### src/rtl/count_frame_tx.sv
// Serialises one 15-byte 8N1 UART frame for each accepted frequency measurement.
// The frame carries the sync byte, the flags, three raw 32-bit counts and a checksum.
module count_frame_tx #(
  parameter int unsigned CLKS_PER_BIT = 104,
  parameter logic [7:0]  SYNC_BYTE    = 8'hA5
) (
  input  logic        sys_clk,
  input  logic        rst_n,
  input  logic        ready,
  input  logic [31:0] sig_sys_cnt,
  input  logic [31:0] sig_cnt,
  input  logic [31:0] ref_sys_cnt,
  output logic        tx,
  output logic        busy,
  output logic        frame_done
);

  localparam int unsigned    BW        = $clog2(CLKS_PER_BIT);
  localparam logic [BW-1:0]  BAUD_LAST = BW'(CLKS_PER_BIT - 1);

  typedef enum logic {IDLE, SEND} state_t;

  state_t        state_q, state_d;
  logic [BW-1:0] baud_q, baud_d;
  logic [3:0]    bit_q, bit_d, byte_q, byte_d;
  logic [95:0]   snap_q, snap_d;
  logic [7:0]    flags_q, flags_d, csum_q, csum_d;
  logic [6:0]    seq_q, seq_d;
  logic          ovr_q, ovr_d;
  logic          tx_q, tx_d, busy_q, busy_d, done_q, done_d;

  logic [95:0]   in_vec;
  logic [7:0]    capt_sum;
  logic [7:0]    cur_byte;
  logic [2:0]    data_idx;

  assign in_vec = {sig_sys_cnt, sig_cnt, ref_sys_cnt};

  // Checksum is formed from the live inputs at capture so it is ready before byte 14.
  always_comb begin
    capt_sum = {ovr_q, seq_q};
    for (int unsigned i = 0; i < 12; i++) begin
      capt_sum = capt_sum + in_vec[8*i +: 8];
    end
  end

  always_comb begin
    state_d = state_q;
    baud_d  = baud_q;
    bit_d   = bit_q;
    byte_d  = byte_q;
    snap_d  = snap_q;
    flags_d = flags_q;
    csum_d  = csum_q;
    seq_d   = seq_q;
    ovr_d   = ovr_q;
    busy_d  = busy_q;
    case (state_q)
      IDLE: begin
        if (ready) begin
          snap_d  = in_vec;
          flags_d = {ovr_q, seq_q};
          csum_d  = capt_sum;
          ovr_d   = 1'b0;
          seq_d   = seq_q + 7'd1;
          state_d = SEND;
          baud_d  = '0;
          bit_d   = '0;
          byte_d  = '0;
          busy_d  = 1'b1;
        end
      end
      SEND: begin
        if (ready) ovr_d = 1'b1;
        if (baud_q == BAUD_LAST) begin
          baud_d = '0;
          if (bit_q == 4'd9) begin
            bit_d  = '0;
            byte_d = byte_q + 4'd1;
            if (byte_q == 4'd14) begin
              state_d = IDLE;
              busy_d  = 1'b0;
              byte_d  = '0;
            end
          end else begin
            bit_d = bit_q + 4'd1;
          end
        end else begin
          baud_d = baud_q + 1'b1;
        end
      end
      default: state_d = IDLE;
    endcase
  end

  // Outputs are derived from the next-cycle position so they can be registered.
  always_comb begin
    cur_byte = csum_q;
    if (byte_d == 4'd0) cur_byte = SYNC_BYTE;
    if (byte_d == 4'd1) cur_byte = flags_q;
    for (int unsigned i = 0; i < 12; i++) begin
      if (byte_d == 4'(i + 2)) cur_byte = snap_q[8*(11-i) +: 8];
    end
    data_idx = 3'(bit_d - 4'd1);
    tx_d     = 1'b1;
    if (state_d == SEND) begin
      if (bit_d == 4'd0)      tx_d = 1'b0;
      else if (bit_d == 4'd9) tx_d = 1'b1;
      else                    tx_d = cur_byte[data_idx];
    end
    done_d = (state_d == SEND) && (byte_d == 4'd14) && (bit_d == 4'd9) &&
             (baud_d == BAUD_LAST);
  end

  always_ff @(posedge sys_clk or negedge rst_n) begin
    if (!rst_n) begin
      state_q <= IDLE;
      baud_q  <= '0;
      bit_q   <= '0;
      byte_q  <= '0;
      snap_q  <= '0;
      flags_q <= '0;
      csum_q  <= '0;
      seq_q   <= '0;
      ovr_q   <= 1'b0;
      tx_q    <= 1'b1;
      busy_q  <= 1'b0;
      done_q  <= 1'b0;
    end else begin
      state_q <= state_d;
      baud_q  <= baud_d;
      bit_q   <= bit_d;
      byte_q  <= byte_d;
      snap_q  <= snap_d;
      flags_q <= flags_d;
      csum_q  <= csum_d;
      seq_q   <= seq_d;
      ovr_q   <= ovr_d;
      tx_q    <= tx_d;
      busy_q  <= busy_d;
      done_q  <= done_d;
    end
  end

  assign tx         = tx_q;
  assign busy       = busy_q;
  assign frame_done = done_q;

endmodule

### config.mk
export PLATFORM = sky130hd
export DESIGN_NAME = count_frame_tx
export DESIGN_NICKNAME = d
export VERILOG_FILES = /design/src/rtl/count_frame_tx.sv
export SDC_FILE = /design/constraint.sdc
export NUM_CORES = 1
export LEC_CHECK = 0
export CAP_MARGIN = 5
export CORE_MARGIN = 4
export CORE_UTILIZATION = 50
export DETAILED_ROUTE_END_ITERATION = 10
export PLACE_DENSITY = 0.69
export SLEW_MARGIN = 20
export SYNTH_ARGS = -nofsm -noshare
export SYNTH_HDL_FRONTEND = slang
export SYNTH_SLANG_ARGS = --single-unit
### constraint.sdc
create_clock -name sys_clk -period 4.9 [get_ports sys_clk]
set_clock_uncertainty 0.2 [all_clocks]
set_input_delay 0.98 -clock sys_clk [delete_from_list [all_inputs] [get_ports sys_clk]]
set_output_delay 0.98 -clock sys_clk [all_outputs]
set_load 0.02 [all_outputs]
==> reports/metrics.cfg, run 1 <==
[run]
drv_cap = 0

[finish]
final_cell_area_sq_um = 11280
area_growth_pct = 24.93
fin_cells = 1361
nets = 1307
fillers = 1467
final_layout_size_suffix_gt1_frac = 0.1743
fin_util = 0.6455
n_antenna_cell = 0

[setup_path]
start_kind = primary input
end_kind = flop
crit_fanout = 2
required_ps = 4970
arrival_ps = 4980
worstSetupPathType = in -> reg

[clock_tree]
clockBufferDepth = 2
h-tree-depth = 4
cts_buffers = 17
root_buffer = clkbuf_16
cts.sinks = 139
insertion_delay_ps = 430
clkTransAtPathRegs_ps = 70
cts_tree = yes

[synth]
synth_nets = 1176
avgSynthCellArea_sq_um = 9.103
synth_area_sq_um = 9030
ys_seq_elements = 139
synthDistinctLibCells = 86
yosysSeqAreaShare = 0.3853
syn_inst = 992
synth_edf_count = 0
async_flop_share = 1.000
ys_warn_count = 0
ys.flop_type = dfrtp_1

[timing]
setup_slack_ps = -6.360
max_freq_ghz = 0.2038
hold_viol_final = 0
drv_slew = 0
slew_headroom = 0.3983
rsz0062_at_grt = yes
setup_viol = 1
finalCritPeriodShare = 1.001
tightest_slew_ps = 902.6
period_needed_ps = 4906

[floorplan]
coreArea_sq_um = 17480
die-area_sq_um = 20270
rows = 48
die_y_um = 142.4
die_w_um = 142.4
num_io_pins = 102
start_util = 0.5167

[min_path]
hold_class = reg -> reg

[global_routing]
grt_max_degree = 87
grt_pass1_vias = 7601
grt_util_all_layers = 0.2626
overflow = 0
antenna_found_initial = 0
grt_pass1_wl_um = 41110

[placed_design]
gp_congestion = 0.9813
hpwl_um = 19010
io_buffers = 101
dpl_cell_area_sq_um = 10600
placed_cells = 1327

[route]
dr.pass1.iters = 5
ant_nets = 0
vias = 7633
vias_per_cell = 5.608
route.detailed.drc = 0
wl_per_cell_um = 19.00
routed_wl_um = 25860
drt_first_iter_violations = 721

[power]
p_leak_nw = 5.606
power.total_w = 0.006087
p_per_area_nw_per_um2 = 539.6
vdd_ir_drop_max_v = 0.0004388

[run_status]
outcome = finished, violations left
violations = setup timing

-- state kept, by name, summed over array words and instances (netlist names) --
| name | count |
|---|---|
| baud_q | 7 |
| bit_q | 4 |
| busy | 1 |
| byte_q | 4 |
| csum_q | 8 |
| flags_q | 8 |
| frame_done | 1 |
| ovr_q | 1 |
| seq_q | 7 |
| snap_q | 96 |
| state_q | 1 |
| tx | 1 |
-- cells in the final DEF, fill, tap and decap left out, types with 5 or more instances in the layout --
cell type and n:
nor3_1 7, fa_1 41, clkbuf_2 13, o21ai_0 33, fa_2 28, dfrtp_1 138, a21oi_1 14, clkdlybuf4s50_1 25
dlygate4sd2_1 16, ha_1 13, a211oi_1 5, inv_6 5, o22ai_1 7, nand2_1 364, buf_4 58, mux2i_1 13
xnor2_1 29, inv_2 22, buf_2 5, inv_1 52, a31oi_1 8, dlymetal6s2s_1 34, and3_1 5, nand4_1 7
xor2_1 5, a2bb2oi_1 5, o21ai_1 6, a21o_1 5, clkbuf_16 17, nor2_1 11, nand3_1 16, nor2b_1 5
-- stage by stage --
stage	setup WS [ps]	hold slack, ps	TNS, ps
CTS	-116.4	275.8	-116.4
global placement	-732.4	252.9	-2726
global route	-76.32	294.0	-79.56
detailed placement	-838.5	258.3	-3271
finish	-6.360	270.5	-6.360
floorplan	-32.05	237.4	-54.21
-- synth_stat cells, types with 5 or more instances --
| library cell | number | area share |
|---|---|---|
| ha_1 | 16 | 0.022 |
| a2bb2oi_1 | 5 | 0.0048 |
| fa_1 | 69 | 0.15 |
| nor2b_1 | 6 | 0.0042 |
| and3_1 | 5 | 0.0035 |
| o22ai_1 | 7 | 0.0048 |
| a211oi_1 | 5 | 0.0042 |
| mux2i_1 | 13 | 0.014 |
| a21o_1 | 5 | 0.0042 |
| nor3_1 | 7 | 0.0039 |
| buf_2 | 10 | 0.0055 |
| a21oi_1 | 16 | 0.0089 |
| xnor2_1 | 31 | 0.030 |
| nor2_1 | 11 | 0.0046 |
| a31oi_1 | 8 | 0.0055 |
| nand3_1 | 16 | 0.0089 |
| inv_1 | 73 | 0.030 |
| nand4_1 | 7 | 0.0048 |
| xor2_1 | 5 | 0.0048 |
| nand2_1 | 364 | 0.15 |
| clkbuf_1 | 33 | 0.014 |
| o21ai_0 | 35 | 0.019 |
| dfrtp_1 | 138 | 0.38 |
-- final timing paths --
kind | startpoint | to | slack [ps] | cells past startpoint
worst max-delay path | ref_sys_cnt[29] | csum_q[7]$_DFFE_PN0P_ | -6 | 13
worst min-delay path | snap_q[94]$_DFFE_PN0P_ | snap_q[94]$_DFFE_PN0P_ | 270 | 2
worst max register to register | baud_q[4]$_DFF_PN0_ | tx$_DFF_PN1_ | 790 | 10
worst min register to register | snap_q[94]$_DFFE_PN0P_ | snap_q[94]$_DFFE_PN0P_ | 270 | 2
max in group asynchronous | rst_n | snap_q[35]$_DFFE_PN0P_ | 3210 | 2
min in group asynchronous | rst_n | snap_q[49]$_DFFE_PN0P_ | 400 | 1
-- cells by family (layout without fill, tap and decap cells) --
family / Yosys count / count (layout) / synth area share
adder cells (fa/ha/maj): 86 / 86 / 0.1762
AND/OR/NAND/NOR: 449 / 449 / 0.2123
XOR/XNOR: 36 / 36 / 0.03492
AO/OA/AOI/OAI: 138 / 138 / 0.1093
multiplexers: 21 / 21 / 0.02729
buffers and inverters: 123 / 267 / 0.05459
flip-flops: 139 / 139 / 0.3853
-- cell type report --
type                       count  area, sq um  area share
sequential                   139         3480      0.3085
multi-input combinational    730         5210      0.4618
inverter                      75        284.0     0.02518
clock inverter                14        136.4     0.01209
timing repair buffer         160         1450      0.1285
clock buffer                  18        439.2     0.03893
tap                          225        281.5     0.02496
-- power breakdown --
| part | internal, W | leakage (nW) | switching [W] | total (W) |
|---|---|---|---|---|
| Sequential | 0.00135 | 1.73 | 0.000174 | 0.00152 |
| Clock | 0.000722 | 0.274 | 0.000549 | 0.00127 |
| Combinational | 0.00165 | 3.60 | 0.00165 | 0.00329 |
-- layer usage --
layer / up-vias / global-route usage / wire [um]
met1: 3738 / 0.3928 / 11740
met5: - / 0 / 0
met3: 56 / 0.04872 / 1728
li1: 3508 / - / -
met4: 0 / 0.08754 / 659
met2: 331 / 0.3886 / 11730
-- critical path, cell delays in order --
cell	delay, ps
clkdlybuf4s50_1	510
fa_2	460
fa_1	490
inv_1	50
fa_1	510
fa_2	630
inv_1	60
fa_1	430
ha_1	300
a21o_1	190
a21oi_4	170
xnor2_2	130
o21ai_1	70
-- repair_timing --
item	in CTS	in global routing
setup endpoints to repair	5	3
gates resized for setup	103	81
buffers inserted	1	1
pin swaps	44	49
hold buffers	0	0
Note: power is estimated with default switching activity, not from simulation.
==> run 2: changes to the inputs <==
--- a/config.mk
+++ b/config.mk
@@ -9,6 +9,7 @@
 export CORE_MARGIN = 4
 export CORE_UTILIZATION = 50
 export DETAILED_ROUTE_END_ITERATION = 10
+export MAX_ROUTING_LAYER = met4
 export PLACE_DENSITY = 0.69
 export SLEW_MARGIN = 20
 export SYNTH_ARGS = -nofsm -noshare
==> run 2 against run 1 <==
The flow still finishes with violations (setup timing). Critical path depth stayed put. Sequential share of layout area stayed put. Register-to-register slack lost 20 ps. Utilization unchanged. First-iteration DRC count down 7.2%. Total power barely moved. Clock-buffer cell count stayed put. Global-route usage is 0.77 points higher. Die area stayed put. Wire length down 0.10%. Via count shrank 0.72%. Worst setup slack better by 4.4 ps.
==> reports/metrics.cfg, run 2 (same netlist as run 1, synthesis figures left out) <==
[run_status]
outcome = finished, violations left
violations = setup timing

[timing]
period_needed_ps = 4902
fin_tns_setup_ps = -1.974
rsz0062_at_grt = yes
hold_viol_final = 0
tightest_slew_ps = 905.9
finalCritPeriodShare = 1.000
max_freq_ghz = 0.2040
drv_slew = 0
setup_viol = 1
setup_slack_ps = -1.974
slew_headroom = 0.3961

[placed_design]
io_buffers = 101
dpl_cell_area_sq_um = 10600
hpwl_um = 19010
gp_congestion = 0.9998

[power]
clockPowerShare = 0.209
intPower_w = 0.003714
switchingPower_w = 0.002374
p_leak_nw = 5.606
p_sw_frac = 0.3900
p_per_area_nw_per_um2 = 539.7
vdd_ir_drop_max_v = 0.0004372
p_seq_frac = 0.250
combPwrFrac = 0.541

[clock_tree]
cts_tree = yes
insertion_delay_ps = 430
cts_buffers = 17
h-tree-depth = 4
root_buffer = clkbuf_16
cts_hold_buf = 0
clkTransAtPathRegs_ps = 60
cts.sinks = 139
clockBufferDepth = 2

[finish]
nets = 1307
final_cell_mix = nand2_1 (364), dfrtp_1 (138), buf_4 (58)
regMostFlops = snap_q
reg_top3 = snap_q x96, csum_q x8, flags_q x8
n_antenna_cell = 0
area_growth_pct = 24.93
final_common_cell = nand2_1
final_cell_area_sq_um = 11280
largest_reg_flops = 96
final_layout_size_suffix_gt1_frac = 0.1743

[route]
ant_nets = 0
routed_wl_um = 25830
dr.pass1.iters = 6
drt_first_iter_violations = 669
wl_per_cell_um = 18.98
route.detailed.drc = 0
vias = 7578
vias_per_cell = 5.568

[setup_path]
worstSetupPathType = in -> reg
crit_fanout = 2
start_kind = primary input
reg2regPathDepth = 10
arrival_ps = 4970
end_kind = flop
required_ps = 4970

[floorplan]
die_y_um = 142.4
coreArea_sq_um = 17480
num_io_pins = 102
die_w_um = 142.4
die-area_sq_um = 20270
start_util = 0.5167
rows = 48

[global_routing]
antenna_found_initial = 0
grt_util_all_layers = 0.2704
grt_pass1_vias = 7622
grt_max_degree = 87
overflow = 0
grt_pass1_wl_um = 41090

[min_path]
hold_class = reg -> reg
whs_path_depth = 2

[run]
drv_cap = 0

==> run 2: metal layers <==
| metal | track usage | share of wire | wire length [um] | up-vias |
|---|---|---|---|---|
| li1 | - | - | - | 3510 |
| met1 | 0.3877 | 0.45 | 11640 | 3710 |
| met2 | 0.3866 | 0.45 | 11620 | 304 |
| met3 | 0.05343 | 0.072 | 1868 | 54 |
| met4 | 0.09355 | 0.027 | 708 | 0 |
| met5 | - | 0 | 0 | - |
==> run 2: cell type report <==
cell class,instances,area (sq um)
fillers,1467,6196
multi-input cells,730,5210
flip-flops and latches,139,3480
repair buffers,160,1450
clock buffers,18,439.2
inverters,75,284.0
well taps,225,281.5
clock inverters,14,136.4
==> run 2: path summary, 6_finish.rpt <==
kind,startpoint,to,slack (ps)
max reg2reg,baud_q[4]$_DFF_PN0_,tx$_DFF_PN1_,770
min reg2reg,snap_q[94]$_DFFE_PN0P_,snap_q[94]$_DFFE_PN0P_,270
max,ref_sys_cnt[29],csum_q[7]$_DFFE_PN0P_,-2
max in group asynchronous,rst_n,snap_q[61]$_DFFE_PN0P_,3200
min in group asynchronous,rst_n,snap_q[49]$_DFFE_PN0P_,400
min,snap_q[94]$_DFFE_PN0P_,snap_q[94]$_DFFE_PN0P_,270
==> run 2: stage by stage <==
stage	cells	utilization	hold WS, ps	total power, W	setup WS [ps]
floorplan	992	-	237.4	0.003418	-32.05
global placement	1327	0.6064	252.9	0.004396	-732.4
detailed placement	1327	0.6064	258.3	0.004446	-838.5
CTS	1360	0.6392	275.8	0.005854	-116.4
global route	1361	0.6455	294.0	0.006509	-83.76
finish	1361	0.6455	269.3	0.006088	-1.974
==> run 2: repair_timing <==
action,4_1_cts,5_1_grt
endpoints found under the hold margin,0,0
pin swaps,44,49
setup endpoints to repair,5,3
gates resized for setup,103,81
buffers inserted,1,1
==> run 2: worst max-delay path, stage by stage <==
cell,delay (ps)
clkdlybuf4s50_1,510
fa_2,460
fa_1,490
inv_1,50
fa_1,510
fa_2,620
inv_1,60
fa_1,430
ha_1,300
a21o_1,190
a21oi_4,180
xnor2_2,130
o21ai_1,70
==> run 2: power by group through the flow <==
stage	Sequential, W	Combinational, W	Clock [W]
global placement	0.00153	0.00287	0
global route	0.00155	0.00363	0.00134
CTS	0.00152	0.00305	0.00129
detailed placement	0.00153	0.00291	0
finish	0.00152	0.00329	0.00127
floorplan	0.00146	0.00195	0
